**src/rtl/block_writer_if.sv**
```systemverilog
// Block writer bus: accumulator-side block inputs and result-memory write port.
// Latency: none, plain signal bundle.
// Backpressure: mem_ready stalls the writer; the block inputs have no ready.
interface block_writer_if #(
  parameter int ADDR_W = 6
);
  logic [31:0]       i_c11;
  logic [31:0]       i_c12;
  logic [31:0]       i_c21;
  logic [31:0]       i_c22;
  logic              i_valid;
  logic              i_last;
  logic [ADDR_W-1:0] mem_addr;
  logic [31:0]       mem_data;
  logic              mem_we;
  logic              mem_ready;

  // Writer side.
  modport master (
    input  i_c11, i_c12, i_c21, i_c22, i_valid, i_last, mem_ready,
    output mem_addr, mem_data, mem_we
  );

  // Accumulator and memory side.
  modport slave (
    output i_c11, i_c12, i_c21, i_c22, i_valid, i_last, mem_ready,
    input  mem_addr, mem_data, mem_we
  );
endinterface

```
**src/rtl/block_writer.sv**
```systemverilog
// Block writer: scatters each final 2x2 accumulated block into a 2*N_BLK square result matrix.
// Latency: first write the cycle after capture; 4 write cycles + 1 advance cycle per block.
// Backpressure: mem_ready low holds the pending write indefinitely; blocks arriving while busy are dropped (sticky overflow).
// Optional feature macro ACC_CLEAR_EN adds the acc_clear output (one pulse per block in S_ADV).
module block_writer #(
  parameter int N_BLK  = 4,
  parameter int ADDR_W = 6
) (
  input  logic               clk,
  input  logic               reset,
  block_writer_if.master     bus,
  output logic               busy,
  output logic               overflow,
  output logic               frame_done
`ifdef ACC_CLEAR_EN
  ,
  output logic               acc_clear
`endif
);

  localparam int CW   = (N_BLK > 1) ? $clog2(N_BLK) : 1;
  localparam int SIDE = 2 * N_BLK;
  localparam logic [CW-1:0] LAST_IDX = CW'(N_BLK - 1);

  typedef enum logic [1:0] {
    S_IDLE  = 2'd0,
    S_WRITE = 2'd1,
    S_ADV   = 2'd2
  } state_t;

  state_t            state;
  state_t            state_nxt;

  logic [3:0][31:0]  c_q;       // captured block, index 0..3 = c11, c12, c21, c22
  logic [1:0]        k;         // word index within the block
  logic [CW-1:0]     br;        // block row
  logic [CW-1:0]     bc;        // block column
  logic              we_q;
  logic [ADDR_W-1:0] addr_q;
  logic [31:0]       data_q;
  logic              ovf_q;

  logic              capture;
  logic              accepted;
  logic              qualified;
  logic              frame_wrap;

  // Element address of word kk in block (r,c): row 2r+kk[1], column 2c+kk[0].
  function automatic logic [ADDR_W-1:0] elem_addr(input logic [CW-1:0] r,
                                                  input logic [CW-1:0] c,
                                                  input logic [1:0]    kk);
    logic [31:0] a;
    a = (32'd2 * 32'(r) + 32'(kk[1])) * 32'(SIDE) + 32'd2 * 32'(c) + 32'(kk[0]);
    return a[ADDR_W-1:0];
  endfunction

  assign qualified  = bus.i_valid && bus.i_last;
  assign capture    = (state == S_IDLE) && qualified;
  assign accepted   = we_q && bus.mem_ready;
  assign frame_wrap = (br == LAST_IDX) && (bc == LAST_IDX);

  assign bus.mem_we   = we_q;
  assign bus.mem_addr = addr_q;
  assign bus.mem_data = data_q;
  assign overflow     = ovf_q;

  // State register.
  always_ff @(posedge clk) begin
    if (reset) begin
      state <= S_IDLE;
    end else begin
      state <= state_nxt;
    end
  end

  // Next state and per-state status outputs; reset forces the status outputs low.
  always_comb begin
    state_nxt  = state;
    busy       = 1'b0;
    frame_done = 1'b0;
`ifdef ACC_CLEAR_EN
    acc_clear  = 1'b0;
`endif
    case (state)
      S_IDLE: begin
        if (capture) begin
          state_nxt = S_WRITE;
        end
      end
      S_WRITE: begin
        busy = 1'b1;
        if (accepted && (k == 2'd3)) begin
          state_nxt = S_ADV;
        end
      end
      S_ADV: begin
        busy       = 1'b1;
        frame_done = frame_wrap;
`ifdef ACC_CLEAR_EN
        acc_clear  = 1'b1;
`endif
        state_nxt  = S_IDLE;
      end
      default: begin
        state_nxt = S_IDLE;
      end
    endcase
    if (reset) begin
      busy       = 1'b0;
      frame_done = 1'b0;
`ifdef ACC_CLEAR_EN
      acc_clear  = 1'b0;
`endif
    end
  end

  // Capture, registered write port and word sequencing; addr/data only move on an accepted write.
  always_ff @(posedge clk) begin
    if (reset) begin
      c_q    <= '0;
      k      <= 2'd0;
      we_q   <= 1'b0;
      addr_q <= '0;
      data_q <= 32'd0;
    end else begin
      case (state)
        S_IDLE: begin
          if (capture) begin
            c_q    <= {bus.i_c22, bus.i_c21, bus.i_c12, bus.i_c11};
            k      <= 2'd0;
            we_q   <= 1'b1;
            addr_q <= elem_addr(br, bc, 2'd0);
            data_q <= bus.i_c11;
          end
        end
        S_WRITE: begin
          if (accepted) begin
            if (k == 2'd3) begin
              we_q <= 1'b0;
            end else begin
              k      <= k + 2'd1;
              addr_q <= elem_addr(br, bc, k + 2'd1);
              data_q <= c_q[k + 2'd1];
            end
          end
        end
        S_ADV: begin
          k <= 2'd0;
        end
        default: begin
          we_q <= 1'b0;
        end
      endcase
    end
  end

  // Block position: column first, row on column wrap, both back to zero after the last block.
  always_ff @(posedge clk) begin
    if (reset) begin
      br <= '0;
      bc <= '0;
    end else if (state == S_ADV) begin
      if (bc == LAST_IDX) begin
        bc <= '0;
        if (br == LAST_IDX) begin
          br <= '0;
        end else begin
          br <= br + 1'b1;
        end
      end else begin
        bc <= bc + 1'b1;
      end
    end
  end

  // Sticky drop flag: any final block presented while a block is in flight is lost.
  always_ff @(posedge clk) begin
    if (reset) begin
      ovf_q <= 1'b0;
    end else if ((state != S_IDLE) && qualified) begin
      ovf_q <= 1'b1;
    end
  end

endmodule
```
**src/flat_wrapper.sv**
```systemverilog
// flat-port wrapper written by rule: the top's interface ports become plain ports
module block_writer_flat 
#(
  parameter int N_BLK  = 4,
  parameter int ADDR_W = 6
)
  (clk, reset, busy, overflow, frame_done, bus_i_c11, bus_i_c12, bus_i_c21, bus_i_c22, bus_i_valid, bus_i_last, bus_mem_ready, bus_mem_addr, bus_mem_data, bus_mem_we);
  block_writer_if #(.ADDR_W(ADDR_W)) bus_i ();
  input  logic clk;
  input  logic reset;
  output logic busy;
  output logic overflow;
  output logic frame_done;
  input wire logic [$bits(bus_i.i_c11)-1:0] bus_i_c11;
  input wire logic [$bits(bus_i.i_c12)-1:0] bus_i_c12;
  input wire logic [$bits(bus_i.i_c21)-1:0] bus_i_c21;
  input wire logic [$bits(bus_i.i_c22)-1:0] bus_i_c22;
  input wire logic [$bits(bus_i.i_valid)-1:0] bus_i_valid;
  input wire logic [$bits(bus_i.i_last)-1:0] bus_i_last;
  input wire logic [$bits(bus_i.mem_ready)-1:0] bus_mem_ready;
  output wire logic [$bits(bus_i.mem_addr)-1:0] bus_mem_addr;
  output wire logic [$bits(bus_i.mem_data)-1:0] bus_mem_data;
  output wire logic [$bits(bus_i.mem_we)-1:0] bus_mem_we;
  assign bus_i.i_c11 = bus_i_c11;
  assign bus_i.i_c12 = bus_i_c12;
  assign bus_i.i_c21 = bus_i_c21;
  assign bus_i.i_c22 = bus_i_c22;
  assign bus_i.i_valid = bus_i_valid;
  assign bus_i.i_last = bus_i_last;
  assign bus_i.mem_ready = bus_mem_ready;
  assign bus_mem_addr = bus_i.mem_addr;
  assign bus_mem_data = bus_i.mem_data;
  assign bus_mem_we = bus_i.mem_we;
  block_writer #(.N_BLK(N_BLK), .ADDR_W(ADDR_W)) u_core (.clk(clk), .reset(reset), .bus(bus_i), .busy(busy), .overflow(overflow), .frame_done(frame_done));
endmodule
```
**config.mk**
```make
export PLATFORM = sky130hd
export DESIGN_NAME = block_writer_flat
export DESIGN_NICKNAME = d
export VERILOG_FILES = /design/src/rtl/block_writer_if.sv /design/src/rtl/block_writer.sv /design/src/flat_wrapper.sv
export SDC_FILE = /design/constraint.sdc
export NUM_CORES = 1
export LEC_CHECK = 0
export BUFFER_PORTS_ARGS = -buffer_cell sky130_fd_sc_hd__buf_2
export CORE_MARGIN = 1.5
export CORE_UTILIZATION = 52
export CTS_BUF_LIST = sky130_fd_sc_hd__clkbuf_8
export DETAILED_ROUTE_END_ITERATION = 8
export HOLD_SLACK_MARGIN = 0.1
export PLACE_DENSITY = 0.77
export SYNTH_ARGS = -nofsm -noshare
export SYNTH_HDL_FRONTEND = slang
export SYNTH_SLANG_ARGS = --single-unit
export TNS_END_PERCENT = 20
```
**constraint.sdc**
```tcl
create_clock -name clk -period 2.2 [get_ports clk]
set_input_delay 0.11 -clock clk [delete_from_list [all_inputs] [get_ports clk]]
set_output_delay 0.11 -clock clk [all_outputs]
set_load 0.02 [all_outputs]
```
Yosys cells after proc, flatten, opt, wreduce, memory -nomap -nowiden
Cells that the tools add are included.

Output and inout port bits: 42. Register bits: 176. Bits of input ports: 133.

Reductions and logical operators: 17. Order comparisons: 1. $add $sub $neg: 7. Bitwise operators: 1. Eq/ne operators: 10. Multiplexer cells: 27.

Operators by type and width (count): $mux 32 (4); $bmux 32 s2 (1); $pmux 32 s2 (1); $mux 6 (3); $mux 2 (7); $add 6x3->6 (2); $pmux 6 s2 (1); $reduce_and 4->1 (3); $eq 2x2->1 const B (4); $ne 2x1->1 const B (4); $mux 1 (7); $add 2x1->2 const B (3); $add 6x1->6 (1); $logic_and 1x1->1 (6); $pmux 2 s3 (1); $reduce_and 2->1 (3); $pmux 2 s2 (1); $reduce_bool 2->1 (2); $add 3x1->3 (1); $lt 2x3->1 const B (1); $pmux 1 s3 (1); $reduce_bool 3->1 (1); $eq 2x1->1 const B (1); $logic_not 2->1 (1); other kinds (3) (3).

Depth between registers and ports, before layout
Depth after elaboration: 7. Gate-level depth with buffers: 9. Depth with buffers taken out: 6.

Least setup slack after synthesis
OpenSTA, ideal clock, no wires.

Path type: register to register. Start: reg u_core.state[0]. End: reg u_core.k[0]. Slack: 0.502 ns. Stages on the path, launching flop included: 7. Library setup time: 0.128 ns. Data arrival time: 1.570 ns. Buffers on the path: 0. Data required time: 2.072 ns. Path through: dfxtp_1 inv_1 ha_1 a21boi_1 a2111oi_2 mux2i_1 nor2_1.

Cells in the longest elaborated chain, start to end: 4. Elaborated cells between the ends (all ways): 10. Those cells by class: eq/ne: 5; mux: 1; reduce/logical: 4.

RTL lines: from (decl) (RTL line block_writer.sv:31) `state_t state;`; from (signal assigned) (RTL line block_writer.sv:72) `state <= state_nxt;`; $logic_not 2->1 (RTL line block_writer.sv:58, block_writer.sv:126); $logic_and 1x1->1 (RTL line block_writer.sv:58) `assign capture = (state == S_IDLE) && qualified;`; $ne 2x1->1 (no line); $reduce_and 4->1 (no line); to (signal assigned) (RTL line block_writer.sv:141) `k <= k + 2'd1;`; to (decl) (RTL line block_writer.sv:35) `logic [1:0] k;`.

Several ways; a longest one is shown, not always the timed one. A chain may end at the register's enable or synchronous reset.

Worst setup path in the final report
Start: reg u_core.state[0]. End: reg u_core.data_q[11] (netlist: u_core.bus.mem_data[11]).

Cells in the longest elaborated chain, start to end: 4. Elaborated cells between the ends (all ways): 9. Those cells by class: eq/ne: 4; mux: 1; reduce/logical: 4.

RTL lines: $logic_not 2->1 (RTL line block_writer.sv:58, block_writer.sv:126); $logic_and 1x1->1 (RTL line block_writer.sv:58); $ne 2x1->1 (no line); $reduce_and 4->1 (no line); to (signal assigned) (RTL line block_writer.sv:133) `data_q <= bus.i_c11;`; to (signal assigned) (RTL line block_writer.sv:143) `data_q <= c_q[k + 2'd1];`; to (decl) (RTL line block_writer.sv:40) `logic [31:0] data_q;`.

Several ways; a longest one is shown, not always the timed one.

==> reports/qor.csv <==
metric,value,unit
floorplan.die_area,15500,um2
mappedNetlistNets,1111,
fp.dieH,124,um
worst_path_depth,6,
drv_cap,0,
timing.hold.worst.class,in -> reg,
avgViaCountPerCell,5.40,
startpoint,u_core.state[0],
wl_per_cell,16.3,um
max-clock-path-buffers,2,
period_needed,2.09,ns
fmaxAchievable,478,MHz
whs_path_depth,4,
cts-root-buf,sky130_fd_sc_hd__clkbuf_8,
final_util,0.722,
drtAntennaViolNets,0,
cp.buffers_inverters,1,
rrSetupSlack,0.11,ns
dpl.hpwl,12800,um
synth_sequential_area_ratio,0.460,
wire_length_of_the_first_global_routing_pass,37100,um
most-common-layout-cells,"272 x sky130_fd_sc_hd__nand2_1, 175 x sky130_fd_sc_hd__dfxtp_1, 173 x sky130_fd_sc_hd__buf_2",
synthToLayoutAreaGrowth,36.3,%
core-area,14500,um2
ys_warn_count,0,
proportion_of_layout_cells_with_a_drive_suffix_above_1,0.209,
fin_tns_setup,0,ns
initial_utilization,0.529,
power_leakage,4.18,nW
drt_iter0_markers,674,
crit_path_end,u_core.bus.mem_data[11],
layout.nets,1378,
post-route-period-util,0.952,
worst_path_max_delay_cell,sky130_fd_sc_hd__and4_2,
setup_repair_after_global_routing_missed_its_margin,no,
max_slew_margin,0.548,
grt_pass1_vias,7808,
globalRoute.totalOverflow,0,
syn_inst,968,
antenna_found_initial,2,
critical_path.endpoint_type,register,
regToRegEndpoint,u_core.bus.mem_data[11],
cts_inserted_buffers,17,
reg2regPathDepth,6,
gp_congestion,0.806,
rows,44,
buffer_ports.inserted,174,
drc_errors,0,
critical_path_s_top_delay_family,simple AND/OR/NAND/NOR gates,
yosys.cell_types.count,32,
pin_count_of_the_biggest_net_entering_global_routing,76,
die_width,124,um
max-vdd-ir-drop,0.483,mV
cp_max_fo,19,
reg2reg_from,u_core.state[0],
max_slew.worst_pin.slew,0.678,ns
avgSynthCellArea,7.92,um2
route.vias.total,7743,
cp_peak_stage_delay,0.71,ns
hold_viol_final,0,
clock_latency,0.47,ns
hold_ws,0.139,ns
globalRouteTotalUtil,0.294,
cts.reportedPaths.clkPinSlew,0.09,ns
crit_required,2.58,ns
boundary_pin_count,175,
ctsHtreeMaxLevel,4,
leading_cell_type_in_the_layout_fill_and_taps_excluded,sky130_fd_sc_hd__nand2_1,
final.setup_skew,0.0125,ns
total_count_of_max_transition_violations_in_the_final_report,0,
detail_route.first_pass.iterations,5,
timing.setup.critical_path_class,reg -> reg,
power_density,868,nW/um2
syn_area,7660,um2
drt_wl_total,23400,um
path_cells,inv_2 -> ha_1 -> a21bo_2 -> and4_2 -> nor2_2 -> nor3_2,
report.final.setup_viol,0,
setup.worst_path.start_class,register,
yosys_register_bits,176,
cts.sink_count,176,
post-cts-setup-buffers,0,
cts_tree,done,
status,"finished, final reports clean",
worstPathArrival,2.48,ns
-- worst register-to-register path: stages, from the launching register on --
cell and delay (ns):
sky130_fd_sc_hd__dfxtp_1 0.41, sky130_fd_sc_hd__inv_2 0.08, sky130_fd_sc_hd__ha_1 0.30, sky130_fd_sc_hd__a21bo_2 0.30
sky130_fd_sc_hd__and4_2 0.71, sky130_fd_sc_hd__nor2_2 0.10, sky130_fd_sc_hd__nor3_2 0.14
-- final cells by class --
cell class,instances,area [um2]
multi-input combinational,683,3650
timing repair buffer,321,2420
clock buffer,17,234
sequential,176,3530
tap,184,230
clock inverter,14,239
antenna,2,5.00
fill,1075,4030
inverter,36,135
-- synth_stat cells --
| master | n | area share |
|---|---|---|
| sky130_fd_sc_hd__nand2_1 | 272 | 0.13 |
| sky130_fd_sc_hd__dfxtp_1 | 176 | 0.46 |
| sky130_fd_sc_hd__a21oi_1 | 136 | 0.089 |
| sky130_fd_sc_hd__mux2i_1 | 70 | 0.091 |
| sky130_fd_sc_hd__nor2_1 | 61 | 0.030 |
| sky130_fd_sc_hd__nor3_1 | 51 | 0.033 |
| sky130_fd_sc_hd__inv_1 | 36 | 0.018 |
| sky130_fd_sc_hd__o22ai_1 | 32 | 0.026 |
| sky130_fd_sc_hd__clkbuf_1 | 30 | 0.015 |
| sky130_fd_sc_hd__buf_2 | 27 | 0.018 |
| sky130_fd_sc_hd__nor2_2 | 14 | 0.011 |
| sky130_fd_sc_hd__nor3_2 | 14 | 0.018 |
| sky130_fd_sc_hd__ha_1 | 10 | 0.016 |
| sky130_fd_sc_hd__buf_6 | 7 | 0.010 |
| sky130_fd_sc_hd__buf_1 | 5 | 0.0024 |
| sky130_fd_sc_hd__buf_4 | 5 | 0.0049 |
| sky130_fd_sc_hd__nand3_1 | 4 | 0.0026 |
| sky130_fd_sc_hd__a2111oi_2 | 2 | 0.0039 |
| sky130_fd_sc_hd__a21boi_1 | 2 | 0.0020 |
| sky130_fd_sc_hd__nor2b_1 | 2 | 0.0016 |
| sky130_fd_sc_hd__a211oi_1 | 1 | 0.00098 |
| sky130_fd_sc_hd__a21bo_2 | 1 | 0.0013 |
| sky130_fd_sc_hd__a21bo_4 | 1 | 0.0021 |
| sky130_fd_sc_hd__a31oi_1 | 1 | 0.00082 |
| sky130_fd_sc_hd__and2_1 | 1 | 0.00082 |
| sky130_fd_sc_hd__and3_1 | 1 | 0.00082 |
| sky130_fd_sc_hd__and4_4 | 1 | 0.0015 |
| sky130_fd_sc_hd__and4b_1 | 1 | 0.0013 |
| sky130_fd_sc_hd__nand2b_1 | 1 | 0.00082 |
| sky130_fd_sc_hd__nand4_2 | 1 | 0.0016 |
| sky130_fd_sc_hd__or2_1 | 1 | 0.00082 |
| sky130_fd_sc_hd__or2b_1 | 1 | 0.00098 |
-- metrics by stage --
| step | total power, mW | worst slack (ns) | instance area [um2] | instances |
|---|---|---|---|---|
| floorplan | 5.52 | 0.502 | 7660 | 968 |
| global placement | 6.16 | 0.268 | 8640 | 1267 |
| detailed placement | 6.21 | 0.189 | 8640 | 1267 |
| CTS | 9.02 | 0.0986 | 10400 | 1430 |
| global route | 9.47 | 0.0321 | 10400 | 1433 |
| finish | 9.07 | 0.107 | 10400 | 1433 |
-- timing repair --
action / CTS / global route
endpoints found under the setup margin: 0 / 2
hold buffers: 132 / 0
resized for setup: 0 / 3
hold endpoints to repair: 151 / 0
-- flip-flops by register name, summed over array words and instances (netlist names) --
| register | count |
|---|---|
| u_core.bc | 2 |
| u_core.br | 2 |
| u_core.bus.mem_addr | 6 |
| u_core.bus.mem_data | 32 |
| u_core.bus.mem_we | 1 |
| u_core.c_q | 128 |
| u_core.k | 2 |
| u_core.overflow | 1 |
| u_core.state | 2 |
-- metal layers --
metal  global-route usage  wire length [um]  up-vias  share of wire
met5                    0                 0        -              0
met4                0.149               830        0          0.035
met3               0.0515              1310       64          0.056
met2                0.528             12000      330           0.51
met1                0.334              9250     3617           0.40
li1                     -                 -     3732              -
-- cells by family (layout without fill, tap and decap cells) --
| family | count (synthesis) | after routing | synth area share |
|---|---|---|---|
| compound gates | 176 | 176 | 0.126 |
| flops | 176 | 176 | 0.460 |
| other cells | 0 | 2 | 0 |
| mux | 70 | 70 | 0.0914 |
| simple gates | 426 | 427 | 0.239 |
| buf+inv | 110 | 388 | 0.0676 |
| fa+ha+maj | 10 | 10 | 0.0163 |
-- power by group --
| part | switching (mW) | total (mW) | internal (mW) |
|---|---|---|---|
| Clock | 1.18 | 2.64 | 1.46 |
| Combinational | 1.60 | 2.65 | 1.05 |
| Sequential | 0.234 | 3.78 | 3.54 |
-- worst min path at each step --
stage / startpoint / slack [ns] / to
final: bus_i_valid / 0.14 / u_core.state[1]
after floorplan: bus_i_c11[0] / 0.25 / u_core.c_q[0]
after CTS: bus_i_valid / 0.10 / u_core.state[1]
after global placement: bus_i_c21[15] / 0.35 / u_core.c_q[79]
after global routing: bus_i_valid / 0.16 / u_core.state[1]
after detailed placement: bus_i_c21[9] / 0.36 / u_core.c_q[73]
Note: power is estimated with default switching activity, not from simulation.
